===== config.mk =====
export PLATFORM = sky130hd
export DESIGN_NAME = pipeline_hazard_controller
export DESIGN_NICKNAME = d
export VERILOG_FILES = /design/src/rtl/pipeline_hazard_controller.sv
export SDC_FILE = /design/constraint.sdc
export NUM_CORES = 1
export LEC_CHECK = 0
export CAP_MARGIN = 10
export CELL_PAD_IN_SITES_DETAIL_PLACEMENT = 1
export CELL_PAD_IN_SITES_GLOBAL_PLACEMENT = 1
export CORE_MARGIN = 5
export CORE_UTILIZATION = 37
export DETAILED_ROUTE_END_ITERATION = 7
export GPL_TIMING_DRIVEN = 0
export PLACE_DENSITY = 0.94
export SLEW_MARGIN = 5
export SYNTH_ARGS = -nofsm -noshare
export SYNTH_HDL_FRONTEND = slang
export SYNTH_SLANG_ARGS = --single-unit
export TNS_END_PERCENT = 100

===== constraint.sdc =====
create_clock -name clk -period 7.8 [get_ports clk]
set_clock_uncertainty 0.1 [all_clocks]
set_input_delay 2.34 -clock clk [delete_from_list [all_inputs] [get_ports clk]]
set_output_delay 2.34 -clock clk [all_outputs]
set_load 0.005 [all_outputs]

===== src/rtl/pipeline_hazard_controller.sv =====
// Stall/flush sequencer for the 5-stage pipeline: load-use bubbles, MEM-stage redirects,
// and RAM/stdout handshakes with a wait timeout that parks the core in a sticky ERROR state.
module pipeline_hazard_controller #(
   parameter logic [1:0] LOAD_SRC    = 2'd1,
   parameter int         TIMEOUT     = 1024,
   parameter int         COUNT_WIDTH = 32
) (
   input  logic                   clk,
   input  logic                   reset,
   input  logic [4:0]             id_rs1_address,
   input  logic [4:0]             id_rs2_address,
   input  logic                   id_uses_rs1,
   input  logic                   id_uses_rs2,
   input  logic [4:0]             ex_rd_address,
   input  logic                   ex_reg_write_enable,
   input  logic [1:0]             ex_reg_write_data_src,
   input  logic                   mem_redirect,
   input  logic                   mem_ram_access,
   input  logic                   mem_stdout_write_enable,
   input  logic                   ram_ready,
   input  logic                   stdout_ready,
   output logic                   pc_write_enable,
   output logic                   if_id_write_enable,
   output logic                   id_ex_write_enable,
   output logic                   ex_mem_write_enable,
   output logic                   mem_wb_write_enable,
   output logic                   if_id_flush,
   output logic                   id_ex_flush,
   output logic                   ex_mem_flush,
   output logic                   ram_request,
   output logic                   stdout_request,
   output logic                   error,
   output logic [COUNT_WIDTH-1:0] stall_count
);

   localparam int WAIT_WIDTH = $clog2(TIMEOUT + 1);

   typedef enum logic [1:0] {
      S_RUN      = 2'd0,
      S_MEM_WAIT = 2'd1,
      S_ERROR    = 2'd2
   } state_t;

   state_t                state, next_state;
   logic [WAIT_WIDTH-1:0] wait_count, wait_next;
   logic                  mem_op, ready_ok, mem_stall, load_use, stall_cycle;

   assign mem_op   = mem_ram_access | mem_stdout_write_enable;
   assign ready_ok = (!mem_ram_access | ram_ready) & (!mem_stdout_write_enable | stdout_ready);

   assign load_use = ex_reg_write_enable && (ex_reg_write_data_src == LOAD_SRC) &&
                     (ex_rd_address != 5'd0) &&
                     ((id_uses_rs1 && (id_rs1_address == ex_rd_address)) ||
                      (id_uses_rs2 && (id_rs2_address == ex_rd_address)));

   // NOTE: every output and next-state term gets a default first so no path infers a latch.
   always_comb begin
      next_state          = state;
      wait_next           = wait_count;
      mem_stall           = 1'b0;
      stall_cycle         = 1'b0;
      pc_write_enable     = 1'b0;
      if_id_write_enable  = 1'b0;
      id_ex_write_enable  = 1'b0;
      ex_mem_write_enable = 1'b0;
      mem_wb_write_enable = 1'b0;
      if_id_flush         = 1'b0;
      id_ex_flush         = 1'b0;
      ex_mem_flush        = 1'b0;
      ram_request         = 1'b0;
      stdout_request      = 1'b0;

      if (reset) begin
         next_state = S_RUN;
      end else begin
         case (state)
            S_RUN, S_MEM_WAIT: begin
               ram_request    = mem_ram_access;
               stdout_request = mem_stdout_write_enable;
               mem_stall      = mem_op & !ready_ok;
               if (mem_stall) begin
                  // The cycle that first raises the request already counts as wait cycle 1.
                  stall_cycle = 1'b1;
                  wait_next   = (state == S_RUN) ? WAIT_WIDTH'(1) : wait_count + WAIT_WIDTH'(1);
                  next_state  = (wait_next >= WAIT_WIDTH'(TIMEOUT)) ? S_ERROR : S_MEM_WAIT;
               end else begin
                  next_state          = S_RUN;
                  pc_write_enable     = 1'b1;
                  if_id_write_enable  = 1'b1;
                  id_ex_write_enable  = 1'b1;
                  ex_mem_write_enable = 1'b1;
                  mem_wb_write_enable = 1'b1;
                  if (mem_redirect) begin
                     if_id_flush  = 1'b1;
                     id_ex_flush  = 1'b1;
                     ex_mem_flush = 1'b1;
                  end else if (load_use) begin
                     stall_cycle        = 1'b1;
                     pc_write_enable    = 1'b0;
                     if_id_write_enable = 1'b0;
                     id_ex_flush        = 1'b1;
                  end
               end
            end
            S_ERROR: stall_cycle = 1'b1;
            default: next_state = S_RUN;
         endcase
      end
   end

   // NOTE: state is updated with non-blocking assignments so every register samples pre-edge values.
   always_ff @(posedge clk) begin
      if (reset) begin
         state       <= S_RUN;
         wait_count  <= '0;
         error       <= 1'b0;
         stall_count <= '0;
      end else begin
         state      <= next_state;
         wait_count <= wait_next;
         error      <= (next_state == S_ERROR);
         if (stall_cycle && (stall_count != {COUNT_WIDTH{1'b1}}))
            stall_count <= stall_count + COUNT_WIDTH'(1);
      end
   end

endmodule


==> impl_metrics.ini <==
[outcome]
status = completed

[grt]
grt_pass1_wl_mm = 12.3
antenna_found_initial = 0
grt_max_degree = 15
overflow = 0
grt_use_total_pct = 17.5
grt_pass1_vias = 2633

[hold_path]
hold_depth = 2
hold_path_class = register to register

[synth]
yosysTopAreaCellShare_pct = 37.6
syn_nets = 330
synth_ff_type = dfxtp_1
synth_area_mm2 = 0.00245
synth-edff-count = 0
async_flop_share_pct = 0
synthCells = 301
ys_ff_latch = 46
yosysSeqAreaShare_pct = 37.6
ys_warn_count = 0
synth_area_leaders = dfxtp_1, a21oi_1, nand4_1, nand2_1, xnor2_1
synth_area_per_cell_um2 = 8.14
yosysTopAreaCell = dfxtp_1
synth_cell_types = 41

[worst_setup_path]
reg2regPathDepth = 9
path_max_fanout = 3
cp.arrival_ns = 4.39
start_kind = primary input
cp-end-kind = output port
critPathKind = primary input to output port
worstPathRequired_ns = 5.36

[clocking]
clk_latency_ns = 0.32
cts_root_buffer = clkbuf_8
cts.clk_slew.worst_paths_ns = 0.09
hold_buffers = 0
clock_sinks = 46
ctsHtreeMaxLevel = 2
post_cts_buffers = 0
cts-resized-gates = 0
cts_made_buffers = 5
clock_path_buffers = 2
cts_tree = yes

[timing]
slew_violations = 0
rsz0062_at_grt = no
finalSetupTns_ns = 0
hold_violations = 0
max_slew_margin_pct = 44.1
setup_viol = 0
tightest_slew_ns = 0.830
fin_crit_ns = 6.83
max_freq_mhz = 146
setup_slack_ns = 0.970
finalCritPeriodShare_pct = 87.6

[power]
comb_power_share_pct = 12.1
powerDensity_mw_per_mm2 = 137
swShare_pct = 25.8
p_leak_nw = 1.04
switchingPower_w = 0.000117
ir_worst_vdd_mv = 0.109
clkPwrFrac_pct = 35.3
power.internal_w = 0.000337
pwr-share-seq_pct = 52.6

[route]
ant_nets = 0
wl_per_cell_um = 16.5
dr.pass1.iters = 4
wl_mm = 7.48
wl_met1_mm = 3.15
route.met2.wl_mm = 3.92
top_layer = met4
dr_wl_met3_um = 318
num_vias = 2603
drc = 0
drtIter0Drc = 106
via_per_inst = 5.73

[cells_and_area]
fin_nets = 405
area_growth_pct = 35.6
drive_gt1_share_pct = 5.31
diodes = 0

[floorplanning]
dieArea_mm2 = 0.00835
die_h_um = 91.4
core_mm2 = 0.00639
ios = 70
die_w_um = 91.4
num_rows = 29
initial_core_util_pct = 38.4

[place]
dp_hpwl_mm = 5.88
place_ws_ns = 0.946
place.port_buffers = 68
gp_congestion = 0.771

[flow_run]
max_cap_violations = 0
-- layout make-up --
cell class	count	area [um2]
inverters	6	22.5
multi-input cells	234	1410
plain buffers	15	92.6
clock inverters	2	12.5
repair buffers	68	681
fillers	754	3060
well taps	77	96.3
clock buffers	6	82.6
flip-flops and latches	46	921
-- cell families after synthesis --
| group | share of synthesized area (%) |
|---|---|
| and+or+nand+nor | 29.9 |
| adders and majority gates | 1.02 |
| buffers and inverters | 4.70 |
| xor gates and xnor gates | 6.79 |
| muxes | 1.23 |
| DFF | 37.6 |
| AOI/OAI and AO/OA | 18.8 |
-- critical path: stages --
cell	delay, ns
clkdlybuf4s50_1	0.48
xnor2_1	0.26
nand4_1	0.18
o22ai_1	0.28
nand2_1	0.09
o21a_1	0.19
buf_4	0.13
clkdlybuf4s50_1	0.44
-- placed cells by master, fill, tap and decap left out, types with 4 or more instances in the layout --
cell,n
buf_4,5
inv_1,6
or4_1,13
clkbuf_8,6
and3_1,5
nor2_1,21
xor2_1,7
nand4b_1,5
and2_1,4
clkbuf_1,6
dfxtp_1,46
o21ai_0,16
nand3_1,14
xnor2_1,12
clkdlybuf4s50_1,68
a21oi_1,33
nor3_1,5
nand2_1,29
nand4_1,19
or3_1,9
o31ai_1,13
-- layer usage --
layer / vias to the layer above / global-route usage [%]
li1: 1279 / -
met1: 1271 / 19.4
met2: 43 / 33.3
met3: 10 / 3.72
met4: 0 / 4.89
met5: - / 0
-- final timing paths --
path | startpoint | to | slack, ns
setup / recovery | ex_rd_address[2] | pc_write_enable | 0.97
hold reg to reg | stall_count[30]$_SDFFE_PP0P_ | stall_count[30]$_SDFFE_PP0P_ | 0.40
hold / removal | stall_count[30]$_SDFFE_PP0P_ | stall_count[30]$_SDFFE_PP0P_ | 0.40
setup reg to reg | stall_count[0]$_SDFFE_PP0P_ | stall_count[20]$_SDFFE_PP0P_ | 5.13
-- power groups by stage --
stage / logic [W] / clock network (W) / registers, W
2_1_floorplan: 0.0000262 / 0 / 0.000243
3_3_place_gp: 0.0000532 / 0 / 0.000244
3_5_place_dp: 0.0000552 / 0 / 0.000244
4_1_cts: 0.0000554 / 0.000164 / 0.000239
5_1_grt: 0.0000602 / 0.000172 / 0.000239
6_report: 0.0000550 / 0.000160 / 0.000239
-- metrics by stage --
step	hold WS [ns]	cells	area [um2]	power, W	utilization [%]
floorplan	0.358	301	2450	0.000270	-
global placement	0.365	446	3230	0.000297	50.5
detailed placement	0.393	446	3230	0.000299	50.5
CTS	0.407	454	3320	0.000458	52.0
global route	0.441	454	3320	0.000471	52.0
finish	0.404	454	3320	0.000454	52.0
-- sequential cells by signal, indices dropped and copies added (netlist names) --
signal / cells
error: 1
stall_count: 32
state: 2
wait_count: 11
-- synthesized netlist by cell type, drive strengths merged, types with 6 or more instances --
master,count
clkbuf,6
or3,10
o31ai,13
a21oi,33
nand2,29
buf,9
o21ai,16
dfxtp,46
inv,6
xnor2,12
nor2,21
nand3,14
or4,13
nand4,19
xor2,7
Power figures use the tool's default switching activity.
